## config.mk

```make
export PLATFORM = sky130hd
export DESIGN_NAME = regpool_access_arbiter
export DESIGN_NICKNAME = d
export VERILOG_FILES = /design/src/rtl/regpool_access_arbiter.sv
export SDC_FILE = /design/constraint.sdc
export NUM_CORES = 1
export LEC_CHECK = 0
export CAP_MARGIN = 40
export CELL_PAD_IN_SITES_DETAIL_PLACEMENT = 1
export CELL_PAD_IN_SITES_GLOBAL_PLACEMENT = 1
export CORE_MARGIN = 8
export CORE_UTILIZATION = 31
export DETAILED_ROUTE_END_ITERATION = 6
export PLACE_DENSITY = 0.9
export SKIP_LAST_GASP = 1
export SLEW_MARGIN = 10
export SYNTH_ARGS = -nofsm -noshare
export SYNTH_HDL_FRONTEND = slang
export SYNTH_SLANG_ARGS = --single-unit
```

## constraint.sdc

```tcl
create_clock -name aclk -period 7.4 [get_ports aclk]
set_clock_uncertainty 0.15 [all_clocks]
set_input_delay 1.85 -clock aclk [delete_from_list [all_inputs] [get_ports aclk]]
set_output_delay 1.85 -clock aclk [all_outputs]
set_load 0.03 [all_outputs]
```

## src/rtl/regpool_access_arbiter.sv

```systemverilog
// Round-robin arbiter that shares one AXI4-Lite master port between NUM_REQ requesters.
// Exactly one AXI transaction is in flight at a time; the response is pulsed back to the owner.
module regpool_access_arbiter #(
    parameter int NUM_REQ    = 2,
    parameter int ADDR_WIDTH = 32,
    parameter int DATA_WIDTH = 32
) (
    input  logic                             aclk,
    input  logic                             areset,
    input  logic [NUM_REQ-1:0]               req_valid,
    input  logic [NUM_REQ-1:0]               req_we,
    input  logic [NUM_REQ*ADDR_WIDTH-1:0]    req_addr,
    input  logic [NUM_REQ*DATA_WIDTH-1:0]    req_wdata,
    output logic [NUM_REQ-1:0]               req_ready,
    output logic [NUM_REQ-1:0]               rsp_valid,
    output logic [DATA_WIDTH-1:0]            rsp_data,
    output logic                             rsp_err,
    output logic                             busy,
    output logic [$clog2(NUM_REQ)-1:0]       grant_id,
    output logic [ADDR_WIDTH-1:0]            axil_awaddr,
    output logic [2:0]                       axil_awprot,
    output logic                             axil_awvalid,
    input  logic                             axil_awready,
    output logic [DATA_WIDTH-1:0]            axil_wdata,
    output logic [DATA_WIDTH/8-1:0]          axil_wstrb,
    output logic                             axil_wvalid,
    input  logic                             axil_wready,
    input  logic [1:0]                       axil_bresp,
    input  logic                             axil_bvalid,
    output logic                             axil_bready,
    output logic [ADDR_WIDTH-1:0]            axil_araddr,
    output logic [2:0]                       axil_arprot,
    output logic                             axil_arvalid,
    input  logic                             axil_arready,
    input  logic [DATA_WIDTH-1:0]            axil_rdata,
    input  logic [1:0]                       axil_rresp,
    input  logic                             axil_rvalid,
    output logic                             axil_rready
);

    localparam int IDW = $clog2(NUM_REQ);
    localparam logic [IDW-1:0] LAST_ID = IDW'(NUM_REQ - 1);

    typedef enum logic [2:0] {IDLE, WR_ADDR, WR_RESP, RD_ADDR, RD_DATA} state_t;

    state_t                 state_reg, state_next;
    logic [IDW-1:0]         rr_ptr_reg;
    logic [IDW-1:0]         grant_id_reg;
    logic [ADDR_WIDTH-1:0]  addr_reg;
    logic [DATA_WIDTH-1:0]  wdata_reg;
    logic                   aw_done_reg, w_done_reg;
    logic [NUM_REQ-1:0]     rsp_valid_reg;
    logic [DATA_WIDTH-1:0]  rsp_data_reg;
    logic                   rsp_err_reg;

    logic [ADDR_WIDTH-1:0]  req_addr_arr  [NUM_REQ];
    logic [DATA_WIDTH-1:0]  req_wdata_arr [NUM_REQ];
    logic [NUM_REQ-1:0]     grant_onehot;
    logic [IDW-1:0]         cand;
    logic [IDW-1:0]         win_idx;
    logic                   win_found;
    logic                   grant_fire;
    logic                   aw_hs, w_hs, b_hs, r_hs;
    logic                   unused_resp_bits;

    for (genvar gi = 0; gi < NUM_REQ; gi++) begin : g_req
        assign req_addr_arr[gi]  = req_addr[gi*ADDR_WIDTH +: ADDR_WIDTH];
        assign req_wdata_arr[gi] = req_wdata[gi*DATA_WIDTH +: DATA_WIDTH];
        assign req_ready[gi]     = grant_fire && !areset && (win_idx == IDW'(gi));
        assign grant_onehot[gi]  = (grant_id_reg == IDW'(gi));
    end

    // Scan starts one past the last winner so a persistent requester cannot starve the others.
    always_comb begin
        cand      = rr_ptr_reg;
        win_idx   = '0;
        win_found = 1'b0;
        for (int k = 0; k < NUM_REQ; k++) begin
            cand = (cand == LAST_ID) ? '0 : cand + 1'b1;
            if (!win_found && req_valid[cand]) begin
                win_found = 1'b1;
                win_idx   = cand;
            end
        end
    end

    assign aw_hs = axil_awvalid && axil_awready;
    assign w_hs  = axil_wvalid && axil_wready;
    assign b_hs  = axil_bvalid && axil_bready;
    assign r_hs  = axil_rvalid && axil_rready;

    always_comb begin
        state_next = state_reg;
        grant_fire = 1'b0;
        case (state_reg)
            IDLE: begin
                if (win_found) begin
                    grant_fire = 1'b1;
                    state_next = req_we[win_idx] ? WR_ADDR : RD_ADDR;
                end
            end
            WR_ADDR: if ((aw_done_reg || aw_hs) && (w_done_reg || w_hs)) state_next = WR_RESP;
            WR_RESP: if (b_hs) state_next = IDLE;
            RD_ADDR: if (axil_arvalid && axil_arready) state_next = RD_DATA;
            RD_DATA: if (r_hs) state_next = IDLE;
            default: state_next = IDLE;
        endcase
    end

    always_ff @(posedge aclk or posedge areset) begin
        if (areset) begin
            state_reg     <= IDLE;
            rr_ptr_reg    <= LAST_ID;
            grant_id_reg  <= '0;
            addr_reg      <= '0;
            wdata_reg     <= '0;
            aw_done_reg   <= 1'b0;
            w_done_reg    <= 1'b0;
            rsp_valid_reg <= '0;
            rsp_data_reg  <= '0;
            rsp_err_reg   <= 1'b0;
        end else begin
            state_reg     <= state_next;
            rsp_valid_reg <= '0;
            if (grant_fire) begin
                addr_reg     <= req_addr_arr[win_idx];
                wdata_reg    <= req_wdata_arr[win_idx];
                rr_ptr_reg   <= win_idx;
                grant_id_reg <= win_idx;
                aw_done_reg  <= 1'b0;
                w_done_reg   <= 1'b0;
            end
            if (aw_hs) aw_done_reg <= 1'b1;
            if (w_hs)  w_done_reg  <= 1'b1;
            if (b_hs) begin
                rsp_valid_reg <= grant_onehot;
                rsp_data_reg  <= '0;
                rsp_err_reg   <= axil_bresp[1];
            end
            if (r_hs) begin
                rsp_valid_reg <= grant_onehot;
                rsp_data_reg  <= axil_rdata;
                rsp_err_reg   <= axil_rresp[1];
            end
        end
    end

    // Channel controls decode straight from state so reset clears them without waiting for a clock.
    assign axil_awvalid = (state_reg == WR_ADDR) && !aw_done_reg;
    assign axil_wvalid  = (state_reg == WR_ADDR) && !w_done_reg;
    assign axil_bready  = (state_reg == WR_RESP);
    assign axil_arvalid = (state_reg == RD_ADDR);
    assign axil_rready  = (state_reg == RD_DATA);
    assign axil_awaddr  = addr_reg;
    assign axil_araddr  = addr_reg;
    assign axil_wdata   = wdata_reg;
    assign axil_wstrb   = '1;
    assign axil_awprot  = 3'b000;
    assign axil_arprot  = 3'b000;

    assign rsp_valid = rsp_valid_reg;
    assign rsp_data  = rsp_data_reg;
    assign rsp_err   = rsp_err_reg;
    assign busy      = (state_reg != IDLE);
    assign grant_id  = grant_id_reg;

    assign unused_resp_bits = ^{axil_bresp[0], axil_rresp[0]};

endmodule

```

-- Yosys cells after proc, flatten, opt, wreduce, memory -nomap -nowiden
Cells that the tools add are included.
- word-level logic and storage cells: 88
- bits of input ports: 175
- bits in registers: 106
- reductions and logical operators: 24
- bitwise logic cells: 3
- $lt $le $gt $ge: 4
- mux-type cells: 36
- equal/unequal tests: 9
- $add $sub $neg: 2
- operators with widths (operator ; count):
    2-to-1 mux 32 bit ; 8
    2-to-1 mux 1 bit ; 19
    2-to-1 mux 3 bit ; 5
    one-hot mux 3 bit (5 select lines) ; 1
    logical AND 1 bit ; 12
    equality test 3 x 2 -> 1 bit (second input constant) ; 2
    less-than comparator 1 x 2 -> 1 bit (second input constant) ; 3
    2-to-1 mux 2 bit ; 3
    != test 2 x 1 -> 1 bit (second input constant) ; 3
    nonzero test 2 bit ; 3
    AND reduction 5 bit ; 1
    logical NOT 1 bit ; 4
    != test 2 bit (second input constant) ; 2
    equality test 3 x 1 -> 1 bit (second input constant) ; 1
    equality test 3 bit (second input constant) ; 1
    logical NOT 3 bit ; 1
    nonzero test 3 bit ; 1
    adder 1 bit (second input constant) ; 2
    greater-or-equal comparator 2 bit (second input constant) ; 1
    logical OR 1 bit ; 2
    inverter 1 bit ; 2
    inverter 1 -> 2 bit ; 1

-- Longest topological paths before layout
Gate-level depths: netlist of the first run.
- depth after elaboration: 13
- depth in mapped cells: 6
- gate-level depth less buffers: 3

-- Worst setup path before layout of the first run
Ideal clock, no wire load.
- path kind: input-to-output
- start: input req_valid[1]
- end: output req_ready[0]
- data arrival time: 2.937 ns
- data required time: 5.400 ns
- slack: 2.463 ns
- stages: 4
- cell sequence: a21boi_2 -> buf_6 -> buf_6 -> nor3_1
- word-level cells in the longest chain between the ends: 10
- elaborated cells between the ends (all ways): 15
- classes of those cells: mux: 10; bitwise: 1; reduce/logical: 4
- ends and longest elaborated chain (element ; RTL line ; text):
    from (decl) ; 10 ; input logic [NUM_REQ-1:0] req_valid,
    2-to-1 mux 1 bit (implied by the code) (2 in series) ; 80 ; if (!win_found && req_valid[cand]) begin
    2-to-1 mux 1 bit ; 80 ;
    logical NOT 1 bit ; 80 ;
    logical AND 1 bit ; 80 ;
    2-to-1 mux 1 bit ; 80 ;
    2-to-1 mux 1 bit ; 97 ; if (win_found) begin
    2-to-1 mux 1 bit ; 95 ; case (state_reg)
    logical AND 1 bit ; 69 ; assign req_ready[gi] = grant_fire && !areset && (win_idx == IDW'(gi));
    logical AND 1 bit (*) ; 69 ;
    to (decl) ; 14 ; output logic [NUM_REQ-1:0] req_ready,
Every way passes the cells marked *; elsewhere a longest branch is shown, timed or not. The select of a mux whose other input is x is not followed.

-- Final worst setup path of the first run
- start: input req_valid[0]
- end: output req_ready[0]
Same word-level chain as after synthesis.

==> impl_metrics.yaml, run 1 <==
sta:
  final-hold-violation-count: 0
  tightest_slew_ns: 0.7546
  rsz0062_at_grt: "false"
  fmax_mhz: 177.3
  fin_crit_sh_pct: 76.24
  slew_violations: 0
  slew_headroom_pct: 49.69
  hold_slack_ns: 0.3166
  setup_ws_ns: 1.758
  finalSetupViolations: 0
  tns_ns: 0
  fin_crit_ns: 5.642
grt:
  grt_pass1_vias: 4786
  grt_pass1_wl_um: 28540
  grt_use_total_pct: 16.69
  antenna_found_initial: 0
  grt_max_degree: 63
  overflow: 0
layout:
  layout.cells.non_filler: 878
  layout.nets: 824
  utilization_pct: 51.15
  area_delta_synth_final_pct: 62.57
  drive_gt1_share_pct: 23.43
  nFillCells: 1765
  layout_common_cells: "clkdlybuf4s50_1, dfrtp_1, mux2_2"
  antenna_cells: 0
  final_common_cell: "clkdlybuf4s50_1"
  postLayoutCellArea_um2: 8755
routing:
  wl_per_cell_um: 21.29
  avgViaCountPerCell: 4.613
  drt_iter0_drc: 119
  routed_wl_um: 18700
  drc: 0
  vias: 4050
  drtPass1Iterations: 4
  postRouteAntennaNets: 0
power:
  seqPwrFrac_pct: 26.9
  p_total_mw: 4.047
  combPwrFrac_pct: 60.3
  internal-power_mw: 2.333
  p_leak_nw: 3.668
  p_clk_share_pct: 12.9
  ir_drop_mv: 0.2409
  p_sw_mw: 1.714
  power_density_nw_per_um2: 462.3
  swShare_pct: 42.35
placed_design:
  dp.cells: 862
  dp_hpwl_um: 14750
  gp_congestion: 0.7420
  dp_slack_ns: 1.745
  io_buffers: 312
  place_area_um2: 8403
worst_setup_path:
  path_max_fanout: 4
  worstPathArrival_ns: 3.64
  worstPathRequired_ns: 5.40
  worstRegToRegCells: 5
  crit_type: "in2out"
  end_kind: "output pin"
  crit_path_start_kind: "primary input"
synth:
  syn_area_um2: 5385
  yosysUniqueCellTypes: 33
  ys_seq_area_share_pct: 49.28
  synth_ff_type: "dfrtp_1"
  synthTopCellsByArea: "dfrtp_1, mux2_2, mux2_4, buf_4, a22o_1"
  syn_inst: 378
  ys_ff_latch: 106
  ys.warnings.count: 0
  avgSynthCellArea_um2: 14.25
  synth_top_cell_by_area: "dfrtp_1"
  synth_edf_count: 0
  synthArstFlopShare_pct: 100.0
  synth_top_area_share_pct: 48.79
floorplan:
  die_w_um: 147.8
  die_height_um: 147.8
  dieArea_um2: 21840
  start_util_pct: 31.46
  core_area_um2: 17120
  rows: 48
  ios: 325
clocking:
  htree_num_levels: 3
  post_cts_buffers: 0
  postCtsHoldBufs: 0
  cts_tree: "built"
  cts_resized: 0
  numCtsBuffers: 9
  clock_latency_ns: 0.34
  clock_path_buffers: 2
  cts_root_buf: "clkbuf_16"
  clkTransAtPathRegs_ns: 0.07
  cts_sinks: 106
hold_path:
  hold_path.class: "reg2reg"
  holdPathStages: 1
outcome:
  outcome: "finished, final reports clean"
run:
  drv_cap: 0
-- worst paths after layout --
check | start | endpoint | slack (ns)
max | req_valid[0] | req_ready[0] | 1.76
min | grant_id | rsp_valid[0] | 0.32
max reg2reg | state_reg[1] | axil_araddr[8] | 5.05
min reg2reg | grant_id | rsp_valid[0] | 0.32
max in group asynchronous | areset | axil_wdata[7] | 4.04
min in group asynchronous | areset | rsp_valid[1] | 1.84
-- power by group through the flow --
stage | registers (mW) | clock network [mW] | logic (mW)
floorplan | 1.57 | 0 | 1.07
global placement | 1.07 | 0 | 2.38
detailed placement | 1.10 | 0 | 2.46
CTS | 1.09 | 0.542 | 2.47
global route | 1.13 | 0.562 | 2.55
finish | 1.09 | 0.522 | 2.44
-- synth_stat cells, types with 2 or more instances --
master    instances
a22o_1           33
buf_4            45
mux2_1            7
nor3b_1           3
mux2_2           77
buf_6             5
buf_2            11
clkbuf_1          2
inv_1             4
conb_1            2
nor2_1            5
nand2_1           4
dfrtp_1         105
nand3b_1          3
mux2_4           47
buf_12            2
buf_8             2
mux2i_1           3
o21ai_0           4
-- kinds of logic after synthesis --
family,count (synthesis),synth area share [%]
buffers and inverters,71,10.06
DFF,106,49.28
other,2,0.1395
muxes,134,31.23
and+or+nand+nor,21,2.440
AOI/OAI and AO/OA,44,6.854
-- per-layer routing --
metal  wire length, um  up-vias  track usage [%]
met5                 0        -                0
li1                  -     1834                -
met1              6986     2013            17.84
met2             10020      179            30.60
met4               377        0            5.915
met3              1311       24            4.922
-- layout make-up --
class	instances	area (um2)	area share, %
clock buffers	10	239.0	2.730
clock inverters	5	85.08	0.9718
inverters	4	17.52	0.2001
multi-input cells	209	2242	25.61
flip-flops and latches	106	2654	30.31
well taps	225	281.5	3.216
repair buffers	319	3236	36.96
-- critical path, cell delays in order --
cell             delay [ns]
clkdlybuf4s50_1        0.59
o21ai_0                0.21
nor3_1                 0.26
clkdlybuf4s50_1        0.73
Power figures use the tool's default switching activity.
==> run 2, diff against run 1 <==
--- a/config.mk
+++ b/config.mk
@@ -9,9 +9,9 @@
 export CELL_PAD_IN_SITES_DETAIL_PLACEMENT = 1
 export CELL_PAD_IN_SITES_GLOBAL_PLACEMENT = 1
 export CORE_MARGIN = 8
-export CORE_UTILIZATION = 31
+export CORE_UTILIZATION = 26
 export DETAILED_ROUTE_END_ITERATION = 6
-export PLACE_DENSITY = 0.9
+export PLACE_DENSITY = 0.81
 export SKIP_LAST_GASP = 1
 export SLEW_MARGIN = 10
 export SYNTH_ARGS = -nofsm -noshare
==> constraint.sdc (replaced) <==
create_clock -name aclk -period 4.7 [get_ports aclk]
set_clock_uncertainty 0.15 [all_clocks]
set_input_delay 1.175 -clock aclk [delete_from_list [all_inputs] [get_ports aclk]]
set_output_delay 1.175 -clock aclk [all_outputs]
set_load 0.03 [all_outputs]
==> impl_metrics.yaml, run 2 (synthesis results as in run 1) <==
outcome:
  outcome: "finished, final reports clean"
grt:
  grt_max_degree: 65
  grt_pass1_vias: 4579
  grt_use_total_pct: 13.80
  grt_pass1_wl_um: 27990
  antenna_found_initial: 0
  overflow: 0
worst_setup_path:
  path_max_fanout: 4
  crit_path_start_kind: "primary input"
  end_kind: "output pin"
  worstPathCellList: "clkdlybuf4s50_1, o21ai_0, nor3_1, clkdlybuf4s50_1"
  worstPathRequired_ns: 3.38
  crit_type: "in2out"
  slowest_stage: "clkdlybuf4s50_1"
  cp_top_family: "buffers and inverters"
  worst_path_most_repeated_cell: "clkdlybuf4s50_1"
  path_buf_inv: 2
  worstPathArrival_ns: 2.92
  critPathMaxStageDelay_ns: 0.72
  r2r_slack_ns: 2.17
clocking:
  post_cts_buffers: 0
  postCtsHoldBufs: 0
  cts_tree: "built"
  htree_num_levels: 3
  clock_latency_ns: 0.35
  clock_path_buffers: 2
  clkTransAtPathRegs_ns: 0.07
  cts_resized: 0
  cts_sinks: 106
  cts_root_buf: "clkbuf_16"
  numCtsBuffers: 9
layout:
  final_common_cell: "clkdlybuf4s50_1"
  multi_input_area_um2: 2242
  area_delta_synth_final_pct: 63.01
  layout.cells.non_filler: 925
  final-seq-area_um2: 2654
  layout.nets: 825
  antenna_cells: 0
  nFillCells: 2104
  layout_common_cells: "clkdlybuf4s50_1, dfrtp_1, mux2_2"
  drive_gt1_share_pct: 23.66
routing:
  wl_per_cell_um: 19.58
  drtPass1Iterations: 4
  routed_wl_um: 18110
  postRouteAntennaNets: 0
  drc: 0
  vias: 3998
  drt_iter0_drc: 174
  avgViaCountPerCell: 4.322
power:
  p_sw_mw: 2.698
  p_total_mw: 6.302
  swShare_pct: 42.82
  p_leak_nw: 3.649
  seqPwrFrac_pct: 27.1
  power_density_nw_per_um2: 717.9
  combPwrFrac_pct: 60.5
  ir_drop_mv: 0.2807
  internal-power_mw: 3.604
  p_clk_share_pct: 12.5
sta:
  rsz0062_at_grt: "false"
  slew_violations: 0
  final-hold-violation-count: 0
  tightest_slew_ns: 0.6709
  fmax_mhz: 235.7
  tns_ns: 0
  slew_headroom_pct: 55.27
  fin_crit_ns: 4.243
  fin_crit_sh_pct: 90.28
  finalSetupViolations: 0
hold_path:
  hold_path.class: "reg2reg"
floorplan:
  start_util_pct: 26.53
  rows: 52
  dieArea_um2: 25570
  ios: 325
  core_area_um2: 20300
  die_w_um: 159.9
  die_height_um: 159.9
placed_design:
  dp_hpwl_um: 14480
  dp.cells: 908
  gp_congestion: 0.7896
  io_buffers: 312
run:
  drv_cap: 0
[run 2: path summary, 6_finish.rpt]
check | from | end | depth (start not counted)
setup / recovery | req_valid[0] | req_ready[0] | 4
hold / removal | grant_id | rsp_valid[0] | 1
setup reg to reg | state_reg[1] | axil_araddr[9] | 4
hold reg to reg | grant_id | rsp_valid[0] | 1
max in group asynchronous | areset | axil_wdata[25] | 3
min in group asynchronous | areset | axil_araddr[11] | 2
[run 2: layout make-up]
cell class / count / area share (%)
repair buffers: 320 / 36.63
flip-flops and latches: 106 / 30.23
multi-input cells: 209 / 25.54
well taps: 270 / 3.848
clock buffers: 10 / 2.722
clock inverters: 6 / 0.8267
inverters: 4 / 0.1995
[run 2: routing by layer]
| metal | wire, um | global-route usage (%) | vias up |
|---|---|---|---|
| li1 | - | - | 1839 |
| met1 | 6715 | 14.46 | 1967 |
| met2 | 9915 | 25.98 | 173 |
| met3 | 1229 | 4.704 | 19 |
| met4 | 246 | 3.271 | 0 |
| met5 | 0 | 0 | - |
[run 2: power by group through the flow]
| stage | Clock [mW] | Sequential [mW] | Combinational, mW |
|---|---|---|---|
| 2_1_floorplan | 0 | 2.48 | 1.68 |
| 3_3_place_gp | 0 | 1.69 | 3.79 |
| 3_5_place_dp | 0 | 1.72 | 3.85 |
| 4_1_cts | 0.827 | 1.72 | 3.86 |
| 5_1_grt | 0.858 | 1.77 | 3.99 |
| 6_report | 0.787 | 1.71 | 3.81 |
[run 2: through the flow]
stage	util (%)	cell area, um2	hold WS, ns	worst slack [ns]
2_1_floorplan	-	5415	0.3226	0.5878
3_3_place_gp	41.57	8439	0.2935	0.4412
3_5_place_dp	41.57	8439	0.2977	0.4550
4_1_cts	43.11	8751	0.3080	0.4495
5_1_grt	43.24	8778	0.3383	0.3680
6_report	43.24	8778	0.2990	0.4569
==> run 3, diff against run 2 <==
--- a/config.mk
+++ b/config.mk
@@ -9,9 +9,11 @@
 export CELL_PAD_IN_SITES_DETAIL_PLACEMENT = 1
 export CELL_PAD_IN_SITES_GLOBAL_PLACEMENT = 1
 export CORE_MARGIN = 8
-export CORE_UTILIZATION = 26
+export CORE_UTILIZATION = 40
 export DETAILED_ROUTE_END_ITERATION = 6
-export PLACE_DENSITY = 0.81
+export DONT_BUFFER_PORTS = 1
+export MAX_ROUTING_LAYER = met4
+export PLACE_DENSITY = 0.74
 export SKIP_LAST_GASP = 1
 export SLEW_MARGIN = 10
 export SYNTH_ARGS = -nofsm -noshare
==> impl_metrics.yaml, run 3 (synthesis results as in run 1) <==
worst_setup_path:
  path_max_fanout: 4
  worstPathRequired_ns: 3.38
  crit_path_start_kind: "primary input"
  crit_type: "in2out"
  end_kind: "output pin"
  worstPathArrival_ns: 1.93
sta:
  finalSetupViolations: 0
  rsz0062_at_grt: "false"
  fmax_mhz: 307.2
  final-hold-violation-count: 0
  fin_crit_ns: 3.255
  slew_headroom_pct: 57.42
  slew_violations: 0
  tns_ns: 0
  fin_crit_sh_pct: 69.25
  tightest_slew_ns: 0.6387
grt:
  antenna_found_initial: 0
  grt_pass1_wl_um: 21220
  grt_pass1_vias: 3231
  grt_max_degree: 67
  overflow: 0
  grt_use_total_pct: 15.90
placed_design:
  dp.cells: 503
  dp_hpwl_um: 10870
  gp_congestion: 0.7528
  io_buffers: 0
routing:
  routed_wl_um: 13810
  drc: 0
  avgViaCountPerCell: 5.537
  wl_per_cell_um: 26.57
  vias: 2879
  postRouteAntennaNets: 0
  drtPass1Iterations: 4
  drt_iter0_drc: 99
power:
  p_clk_share_pct: 14.1
  p_sw_mw: 2.432
  power_density_nw_per_um2: 883.2
  seqPwrFrac_pct: 60.4
  p_leak_nw: 2.467
  ir_drop_mv: 0.3943
  combPwrFrac_pct: 25.5
  internal-power_mw: 2.475
  swShare_pct: 49.56
clocking:
  clock_path_buffers: 2
  post_cts_buffers: 0
  numCtsBuffers: 9
  cts_resized: 0
  clock_latency_ns: 0.33
  cts_sinks: 106
  htree_num_levels: 3
  cts_root_buf: "clkbuf_16"
  clkTransAtPathRegs_ns: 0.06
  cts_tree: "built"
  postCtsHoldBufs: 0
hold_path:
  hold_path.class: "reg2reg"
layout:
  final_common_cell: "dfrtp_1"
  layout_common_cells: "dfrtp_1, mux2_2, mux2_4"
  layout.cells.non_filler: 520
  area_delta_synth_final_pct: 3.183
  nFillCells: 1329
  antenna_cells: 0
  drive_gt1_share_pct: 44.77
  layout.nets: 515
floorplan:
  ios: 325
  start_util_pct: 40.83
  rows: 42
  core_area_um2: 13190
  die_w_um: 132.0
  die_height_um: 132.0
  dieArea_um2: 17430
run:
  drv_cap: 0
outcome:
  outcome: "finished, final reports clean"
## run 3: cell types whose count changed in the layout (fill, tap and decap cells not counted), sizes merged
cell,delta
buf,+2
bufinv,-1
clkbuf,+3
clkdlybuf4s50,-312
clkinv,+1
clkinvlp,-2
inv,-2
## run 3: metal layers
layer,share of wire [%],wire length (um),vias up,GRT usage (%)
met1,37,5140,1470,17.29
met2,53,7323,176,26.82
met3,8.0,1110,17,5.259
li1,-,-,1216,-
met4,1.7,240,0,5.361
met5,0,0,-,-
## run 3: through the flow
stage                     hold WS (ns)  utilization, %  power, mW  area [um2]  setup slack (ns)
after floorplan                 0.3226               -      4.156        5415            0.5878
after global placement          0.3384           39.15      4.143        5164             1.462
after detailed placement        0.3486           39.64      4.260        5229             1.439
after CTS                       0.3578           41.71      4.976        5502             1.423
after global routing            0.3717           42.13      5.147        5557             1.316
final                           0.3543           42.13      4.907        5557             1.445
## run 3: area by class of cell
class	instances	area, um2	share of cell area, %
sequential	106	2654	47.76
multi-input combinational	209	2242	40.35
clock buffer	13	260.3	4.684
tap	176	220.2	3.963
timing repair buffer	10	150.1	2.702
inverter	4	17.52	0.3152
clock inverter	2	12.51	0.2252
## run 3: power groups by stage
stage	clock network [mW]	registers [mW]	logic, mW
finish	0.694	2.96	1.25
global placement	0	2.98	1.16
detailed placement	0	3.00	1.26
global route	0.753	3.03	1.36
floorplan	0	2.48	1.68
CTS	0.728	2.99	1.26
## run 3: path summary, 6_finish.rpt
path,start,to,slack [ns],cells past startpoint
setup / recovery,req_valid[1],req_ready[1],1.45,3
max in group asynchronous,areset,axil_wdata[22],2.91,3
hold reg to reg,aw_done_reg,aw_done_reg,0.35,1
hold / removal,aw_done_reg,aw_done_reg,0.35,1
setup reg to reg,state_reg[0],axil_wdata[27],2.39,4
min in group asynchronous,areset,axil_araddr[12],0.42,1
## run 3: critical path, stage by stage
cell,delay [ns]
a21boi_4,0.17
nand2_1,0.10
nor2_1,0.48
